## src/rtl/i2c_ioexp_target_if.sv

```systemverilog
// I2C pad-side signals of the IO expander target: synchronised externally
// by the target itself, open-drain SDA expressed as a pull-low enable.
interface i2c_ioexp_target_if;
  logic scl_in;
  logic sda_in;
  logic sda_oe;

  modport master (output scl_in, output sda_in, input sda_oe);
  modport slave  (input scl_in, input sda_in, output sda_oe);
endinterface

```

## src/rtl/i2c_ioexp_target.sv

```systemverilog
// I2C target emulating a 16-bit PCA9555-style IO expander register map.
// Registers: 0/1 input (port_in ^ polarity), 2/3 output, 4/5 polarity,
// 6/7 config (1 = input). Pointer auto-increments within a register pair.
module i2c_ioexp_target #(
  parameter logic [6:0]  DEVICE_ADDR = 7'h20,
  parameter logic [15:0] OUT_RESET   = 16'hFFFF,
  parameter logic [15:0] CFG_RESET   = 16'hFFFF
) (
  input  logic                  clk48,
  input  logic                  reset_n,
  i2c_ioexp_target_if.slave     bus,
  input  logic [15:0]           port_in,
  output logic [15:0]           port_out,
  output logic [15:0]           port_oe,
  output logic                  int_n,
  output logic                  busy
);

  typedef enum logic [3:0] {
    IDLE, ADDR, ADDR_ACK, CMD, CMD_ACK, WR, WR_ACK, RD, RD_ACK, WAIT
  } state_t;

  state_t      state, state_next;
  logic [1:0]  scl_sync, sda_sync;
  logic        scl_d, sda_d;
  logic [15:0] port_s1, port_s2;
  logic [7:0]  shift;
  logic [2:0]  bit_cnt;
  logic [2:0]  ptr;
  logic [15:0] out_reg, pol_reg, cfg_reg, snap;

  logic        scl_s, sda_s, scl_rise, scl_fall, start_c, stop_c;
  logic [7:0]  byte_in, rd_byte;
  logic        last_bit, drive;
  logic [2:0]  load_ptr;
  logic        shift_en, load_rd, wr_en, cmd_en, ptr_tog, cnt_clr, cnt_inc;

  assign scl_s    = scl_sync[1];
  assign sda_s    = sda_sync[1];
  assign scl_rise = scl_s & ~scl_d;
  assign scl_fall = ~scl_s & scl_d;
  assign start_c  = scl_s & scl_d & sda_d & ~sda_s;
  assign stop_c   = scl_s & scl_d & ~sda_d & sda_s;
  assign byte_in  = {shift[6:0], sda_s};
  assign last_bit = (bit_cnt == 3'd7);
  assign load_ptr = ptr_tog ? {ptr[2:1], ~ptr[0]} : ptr;
  assign port_out = out_reg;
  assign port_oe  = ~cfg_reg;

  // Two-flop synchronisers plus one delayed copy for edge detection
  always_ff @(posedge clk48 or negedge reset_n) begin
    if (!reset_n) begin
      scl_sync <= 2'b11;
      sda_sync <= 2'b11;
      scl_d    <= 1'b1;
      sda_d    <= 1'b1;
      port_s1  <= '0;
      port_s2  <= '0;
    end else begin
      scl_sync <= {scl_sync[0], bus.scl_in};
      sda_sync <= {sda_sync[0], bus.sda_in};
      scl_d    <= scl_s;
      sda_d    <= sda_s;
      port_s1  <= port_in;
      port_s2  <= port_s1;
    end
  end

  // FSM state register
  always_ff @(posedge clk48 or negedge reset_n) begin
    if (!reset_n) state <= IDLE;
    else          state <= state_next;
  end

  // Next state and datapath strobes; every bus action happens on an SCL rise
  always_comb begin
    state_next = state;
    shift_en   = 1'b0;
    load_rd    = 1'b0;
    wr_en      = 1'b0;
    cmd_en     = 1'b0;
    ptr_tog    = 1'b0;
    cnt_clr    = 1'b0;
    cnt_inc    = 1'b0;
    if (start_c) begin
      state_next = ADDR;
      cnt_clr    = 1'b1;
    end else if (stop_c) begin
      state_next = IDLE;
    end else if (scl_rise) begin
      case (state)
        ADDR: begin
          shift_en = 1'b1;
          cnt_inc  = 1'b1;
          if (last_bit)
            state_next = (byte_in[7:1] == DEVICE_ADDR) ? ADDR_ACK : WAIT;
        end
        ADDR_ACK: begin
          cnt_clr = 1'b1;
          if (shift[0]) begin
            load_rd    = 1'b1;
            state_next = RD;
          end else begin
            state_next = CMD;
          end
        end
        CMD: begin
          shift_en = 1'b1;
          cnt_inc  = 1'b1;
          if (last_bit) begin
            cmd_en     = 1'b1;
            state_next = CMD_ACK;
          end
        end
        CMD_ACK, WR_ACK: begin
          cnt_clr    = 1'b1;
          state_next = WR;
        end
        WR: begin
          shift_en = 1'b1;
          cnt_inc  = 1'b1;
          if (last_bit) begin
            wr_en      = 1'b1;
            ptr_tog    = 1'b1;
            state_next = WR_ACK;
          end
        end
        RD: begin
          shift_en = 1'b1;
          cnt_inc  = 1'b1;
          if (last_bit) state_next = RD_ACK;
        end
        RD_ACK: begin
          cnt_clr = 1'b1;
          if (!sda_s) begin
            ptr_tog    = 1'b1;
            load_rd    = 1'b1;
            state_next = RD;
          end else begin
            state_next = WAIT;
          end
        end
        default: ;
      endcase
    end
  end

  // Register read mux, indexed by the pointer the shifter is loaded from
  always_comb begin
    rd_byte = '0;
    case (load_ptr)
      3'd0: rd_byte = port_s2[7:0]  ^ pol_reg[7:0];
      3'd1: rd_byte = port_s2[15:8] ^ pol_reg[15:8];
      3'd2: rd_byte = out_reg[7:0];
      3'd3: rd_byte = out_reg[15:8];
      3'd4: rd_byte = pol_reg[7:0];
      3'd5: rd_byte = pol_reg[15:8];
      3'd6: rd_byte = cfg_reg[7:0];
      3'd7: rd_byte = cfg_reg[15:8];
      default: rd_byte = '0;
    endcase
  end

  // Shifter, bit counter, pointer, register file and input snapshot
  always_ff @(posedge clk48 or negedge reset_n) begin
    if (!reset_n) begin
      shift   <= '0;
      bit_cnt <= '0;
      ptr     <= '0;
      out_reg <= OUT_RESET;
      pol_reg <= '0;
      cfg_reg <= CFG_RESET;
      snap    <= '0;
    end else begin
      if (cnt_clr)      bit_cnt <= '0;
      else if (cnt_inc) bit_cnt <= bit_cnt + 3'd1;

      if (load_rd)       shift <= rd_byte;
      else if (shift_en) shift <= byte_in;

      if (cmd_en)       ptr <= byte_in[2:0];
      else if (ptr_tog) ptr <= {ptr[2:1], ~ptr[0]};

      if (wr_en) begin
        case (ptr)
          3'd2: out_reg[7:0]  <= byte_in;
          3'd3: out_reg[15:8] <= byte_in;
          3'd4: pol_reg[7:0]  <= byte_in;
          3'd5: pol_reg[15:8] <= byte_in;
          3'd6: cfg_reg[7:0]  <= byte_in;
          3'd7: cfg_reg[15:8] <= byte_in;
          default: ;
        endcase
      end

      if (load_rd && load_ptr == 3'd0) snap[7:0]  <= port_s2[7:0]  & cfg_reg[7:0];
      if (load_rd && load_ptr == 3'd1) snap[15:8] <= port_s2[15:8] & cfg_reg[15:8];
    end
  end

  // Value SDA should carry during the low phase that follows the next SCL fall
  always_comb begin
    drive = 1'b0;
    case (state)
      ADDR_ACK, CMD_ACK, WR_ACK: drive = 1'b1;
      RD:                        drive = ~shift[7];
      default:                   drive = 1'b0;
    endcase
  end

  // SDA pull-down only moves after an SCL fall; STOP releases it at once
  always_ff @(posedge clk48 or negedge reset_n) begin
    if (!reset_n) begin
      bus.sda_oe <= 1'b0;
      busy       <= 1'b0;
    end else if (stop_c) begin
      bus.sda_oe <= 1'b0;
      busy       <= 1'b0;
    end else begin
      if (start_c)  busy       <= 1'b1;
      if (scl_fall) bus.sda_oe <= drive;
    end
  end

  // Interrupt: any input-configured pin differing from its snapshot
  always_ff @(posedge clk48 or negedge reset_n) begin
    if (!reset_n) int_n <= 1'b1;
    else          int_n <= ~|((port_s2 ^ snap) & cfg_reg);
  end

endmodule

```

## src/flat_wrapper.sv

```systemverilog
// flat-port wrapper written by rule: the top's interface ports become plain ports
module i2c_ioexp_target_flat 
#(
  parameter logic [6:0]  DEVICE_ADDR = 7'h20,
  parameter logic [15:0] OUT_RESET   = 16'hFFFF,
  parameter logic [15:0] CFG_RESET   = 16'hFFFF
)
  (clk48, reset_n, port_in, port_out, port_oe, int_n, busy, bus_scl_in, bus_sda_in, bus_sda_oe);
  i2c_ioexp_target_if bus_i ();
  input  logic clk48;
  input  logic reset_n;
  input  logic [15:0] port_in;
  output logic [15:0] port_out;
  output logic [15:0] port_oe;
  output logic int_n;
  output logic busy;
  input wire logic [$bits(bus_i.scl_in)-1:0] bus_scl_in;
  input wire logic [$bits(bus_i.sda_in)-1:0] bus_sda_in;
  output wire logic [$bits(bus_i.sda_oe)-1:0] bus_sda_oe;
  assign bus_i.scl_in = bus_scl_in;
  assign bus_i.sda_in = bus_sda_in;
  assign bus_sda_oe = bus_i.sda_oe;
  i2c_ioexp_target #(.DEVICE_ADDR(DEVICE_ADDR), .OUT_RESET(OUT_RESET), .CFG_RESET(CFG_RESET)) u_core (.clk48(clk48), .reset_n(reset_n), .bus(bus_i), .port_in(port_in), .port_out(port_out), .port_oe(port_oe), .int_n(int_n), .busy(busy));
endmodule
```

## config.mk

```make
export PLATFORM = sky130hd
export DESIGN_NAME = i2c_ioexp_target_flat
export DESIGN_NICKNAME = d
export VERILOG_FILES = /design/src/rtl/i2c_ioexp_target_if.sv /design/src/rtl/i2c_ioexp_target.sv /design/src/flat_wrapper.sv
export SDC_FILE = /design/constraint.sdc
export NUM_CORES = 1
export LEC_CHECK = 0
export BUFFER_PORTS_ARGS = -buffer_cell sky130_fd_sc_hd__buf_2
export CAP_MARGIN = 40
export CORE_UTILIZATION = 40
export DETAILED_ROUTE_END_ITERATION = 8
export MAX_ROUTING_LAYER = met4
export PLACE_DENSITY_LB_ADDON = 0.08
export RECOVER_POWER = 100
export SETUP_SLACK_MARGIN = 0.02
export SKIP_CTS_REPAIR_TIMING = 1
export SYNTH_ARGS = -nofsm -noshare
export SYNTH_HDL_FRONTEND = slang
export SYNTH_SLANG_ARGS = --single-unit
```

## constraint.sdc

```tcl
create_clock -name clk48 -period 3.65 [get_ports clk48]
set_input_delay 0.73 -clock clk48 [delete_from_list [all_inputs] [get_ports clk48]]
set_output_delay 0.73 -clock clk48 [all_outputs]
set_load 0.03 [all_outputs]
```

==> summary.txt <==
Drt
  – Routed via count: just under 4000
  – Top Metal Used: met4
  – DRT iter0 DRCs: 317
  – Via density: 5.15
  – Antenna-violating nets left: 0
  – Drt total wl: 13.7 mm
  – Met2 wire len: roughly 6.5 mm
  – Met1 wire length: ~6.3 mm
  – DRT Pass-1 Iters: 4
  – Wire length per cell: 18.0 µm
  – DRC: 0
  – Met3 WL: between 600 and 700 µm

GRT
  – Gr usage total: 21.6%
  – Largest net degree at the start of global routing: 60
  – Grt ovf: 0
  – Vias in the first global route: 3999
  – First-pass GRT wire length: 22.2 mm
  – Antenna violations before repair: 0

Logic synthesis
  – Mapped cell area: 0.00560 mm²
  – Syn nets: 537
  – Top_reg_cell synth: dfrtp_1
  – Post-synthesis sequential area ratio: a little under three fifths
  – Asr flop ratio synth: 100%
  – Cell taking the most area after synthesis: dfrtp_1
  – Unique masters post-synth: 46
  – Post-synth EDFFs: 0
  – Syn Area/Cell: 10.9 µm²
  – Synth warn: 0
  – Mapped Cells: slightly above 500
  – Top cells by area, synth: dfrtp_1 38%, dfstp_2 18%, mux2_2 8.0%
  – Synthesized flop and latch total: 123
  – Synth top area share: 37.5%

STA
  – Max Transition Viols Final: 39
  – Hold Vio Cnt, Final: 0
  – Peak Freq: 0.347 GHz
  – Fin Hold WS: 0.346 ns
  – Worst clock skew: 0.0106 ns
  – Period utilization: 78.8%
  – Min Tclk post-route: 2.88 ns
  – Setup TNS: 0 ns
  – RSZ-0062 raised after global routing: false
  – Final setup viols: 0
  – Slew Limit Headroom: -46.7%
  – Least-Margin Pin Slew: 2.20 ns

Pwr
  – Sw Share: 23.9%
  – P per Cell Area: 515 mW/mm²
  – Internal: 2.57 mW
  – Comb power frac: 5.0%
  – Part of the power in registers: 45.9%
  – Clock power frac: 49.1%
  – Leak: 2.72 nW
  – Peak supply drop: 0.337 mV
  – P_sw: 0.810 mW

Worst hold path
  – Worst Hold Depth: 0
  – Worst min-delay path startpoint: u_core.port_s1[14]$_DFF_PN0_
  – Hold Path Class: reg -> reg

Worst setup path
  – Required @ worst endpoint: 3.99 ns
  – Critical path origin: u_core.scl_sync[1]$_DFF_PN1_
  – CP endpoint kind: register
  – Setup CP Type: reg -> reg
  – Reg2reg path depth: 7
  – Crit path to: u_core.port_out[8]$_DFFE_PN1P_
  – Worst reg-to-reg setup slack: 0.77 ns
  – CP Max Fanout: 11
  – Worst R2R Start: u_core.scl_sync[1]$_DFF_PN1_
  – WP data arrival: 3.22 ns
  – Startpoint types: register
  – Reg2reg end: u_core.port_out[8]$_DFFE_PN1P_

Clocking
  – Worst-path clk slew: 0.06 ns
  – Clk Latency, worst-skew pair: 0.42 ns
  – Clock Tree Root: clkbuf_16
  – H-tree depth: 4
  – TritonCTS buffer count: 17
  – Clk buf depth: 2
  – CTS tree: done
  – CTS sink count: 123

Job
  – Max-Cap Viols: 1

Placement
  – Buffers on Ports: 54
  – Hpwl dp: 9.65 mm
  – RD Place Congestion: 0.862

Die
  – Width of the die: 120 µm
  – Core Footprint: 0.0135 mm²
  – Initial Util: 41.6%
  – I/O pin total: 55
  – Chip height: 120 µm
  – Row cnt: 42
  – Die area: 0.0145 mm²

Status
  – Status: complete, but fails checks
  – Failing checks: capacitance limit, slew limit

Final layout
  – Antenna fix cells: 0
  – Most common cell after layout, fill and taps aside: dfrtp_1
  – Area Growth Syn to Fin: 17.3%
  – Most frequent cells in the layout: 84 x dfrtp_1, 75 x nand2_1, 44 x clkbuf_1
  – Fraction of layout cells with a size suffix above 1: 22.6%
  – Final #Nets: ~600
[critical path, stage by stage, from the launching register on]
cell	delay, ns
dfstp_1	0.70
nand2b_1	0.15
nor2_1	0.11
clkbuf_1	0.43
nand4_1	0.31
nor2_1	0.17
clkbuf_1	0.52
mux2_2	0.41
[cells in the mapped netlist (2+ instances only)]
| cell type | n |
|---|---|
| clkbuf_2 | 3 |
| dfrtp_1 | 84 |
| nand3_1 | 17 |
| mux2i_1 | 11 |
| nand2_1 | 75 |
| o22ai_1 | 9 |
| nor2_1 | 30 |
| buf_1 | 3 |
| clkbuf_1 | 19 |
| xor2_1 | 8 |
| buf_2 | 5 |
| a21o_1 | 4 |
| a21oi_1 | 13 |
| o21ai_0 | 39 |
| nand2b_1 | 6 |
| a221oi_1 | 8 |
| nor2b_1 | 14 |
| nand3b_1 | 4 |
| nor4b_1 | 2 |
| inv_1 | 19 |
| ha_1 | 2 |
| o41ai_1 | 2 |
| nand4b_1 | 2 |
| dfstp_2 | 39 |
| a211oi_1 | 8 |
| and3_1 | 3 |
| xnor2_1 | 26 |
| mux2_2 | 40 |
| nor3_1 | 3 |
[per-layer routing]
metal  GRT usage [%]  vias to the layer above
met2            32.0                       88
met4            9.34                        0
met3            4.62                       15
met5               -                        -
met1            28.8                     1926
li1                -                     1892
[power groups by stage]
stage	Clock (mW)	Sequential, mW	Combinational (mW)
floorplan	0	1.48	0.162
global placement	0	1.57	0.168
detailed placement	0	1.58	0.173
CTS	1.70	1.55	0.174
global route	1.76	1.56	0.194
finish	1.66	1.55	0.169
[worst min-delay path by stage]
stage	endpoint	slack [ns]
after CTS	u_core.state[0]$_DFFE_PN0P_	0.30
after global routing	u_core.port_s2[13]$_DFF_PN0_	0.35
final	u_core.port_s2[14]$_DFF_PN0_	0.35
after floorplan	u_core.port_s2[0]$_DFF_PN0_	0.33
after global placement	u_core.port_s2[10]$_DFF_PN0_	0.33
after detailed placement	u_core.port_s2[14]$_DFF_PN0_	0.34
[cells by family after synthesis]
| kind of cell | Yosys count | synth area share (%) |
|---|---|---|
| compound gates | 94 | 11.0 |
| simple gates | 160 | 13.3 |
| fa+ha+maj | 2 | 0.447 |
| buf+inv | 50 | 3.66 |
| mux | 52 | 10.4 |
| flops | 123 | 55.8 |
| xor+xnor | 34 | 5.32 |
[final cells by class]
| cell class | instances | area (µm²) |
|---|---|---|
| flip-flops and latches | 123 | 3130 |
| inverters | 19 | 71.3 |
| multi-input cells | 342 | 2230 |
| clock buffers | 20 | 437 |
| fillers | 1293 | 6890 |
| repair buffers | 69 | 329 |
| clock inverters | 12 | 150 |
| well taps | 176 | 220 |
[metrics by stage]
stage	worst slack [ns]	std cells	utilization, %	cell area [µm²]	total power, mW
5_1_grt	0.536	761	48.8	6570	3.52
3_3_place_gp	1.09	727	45.1	6070	1.74
3_5_place_dp	1.06	729	45.3	6090	1.75
2_1_floorplan	1.34	515	-	5600	1.64
6_report	0.772	761	48.8	6570	3.38
4_1_cts	1.05	761	49.6	6680	3.43
Power figures use the tool's default switching activity.
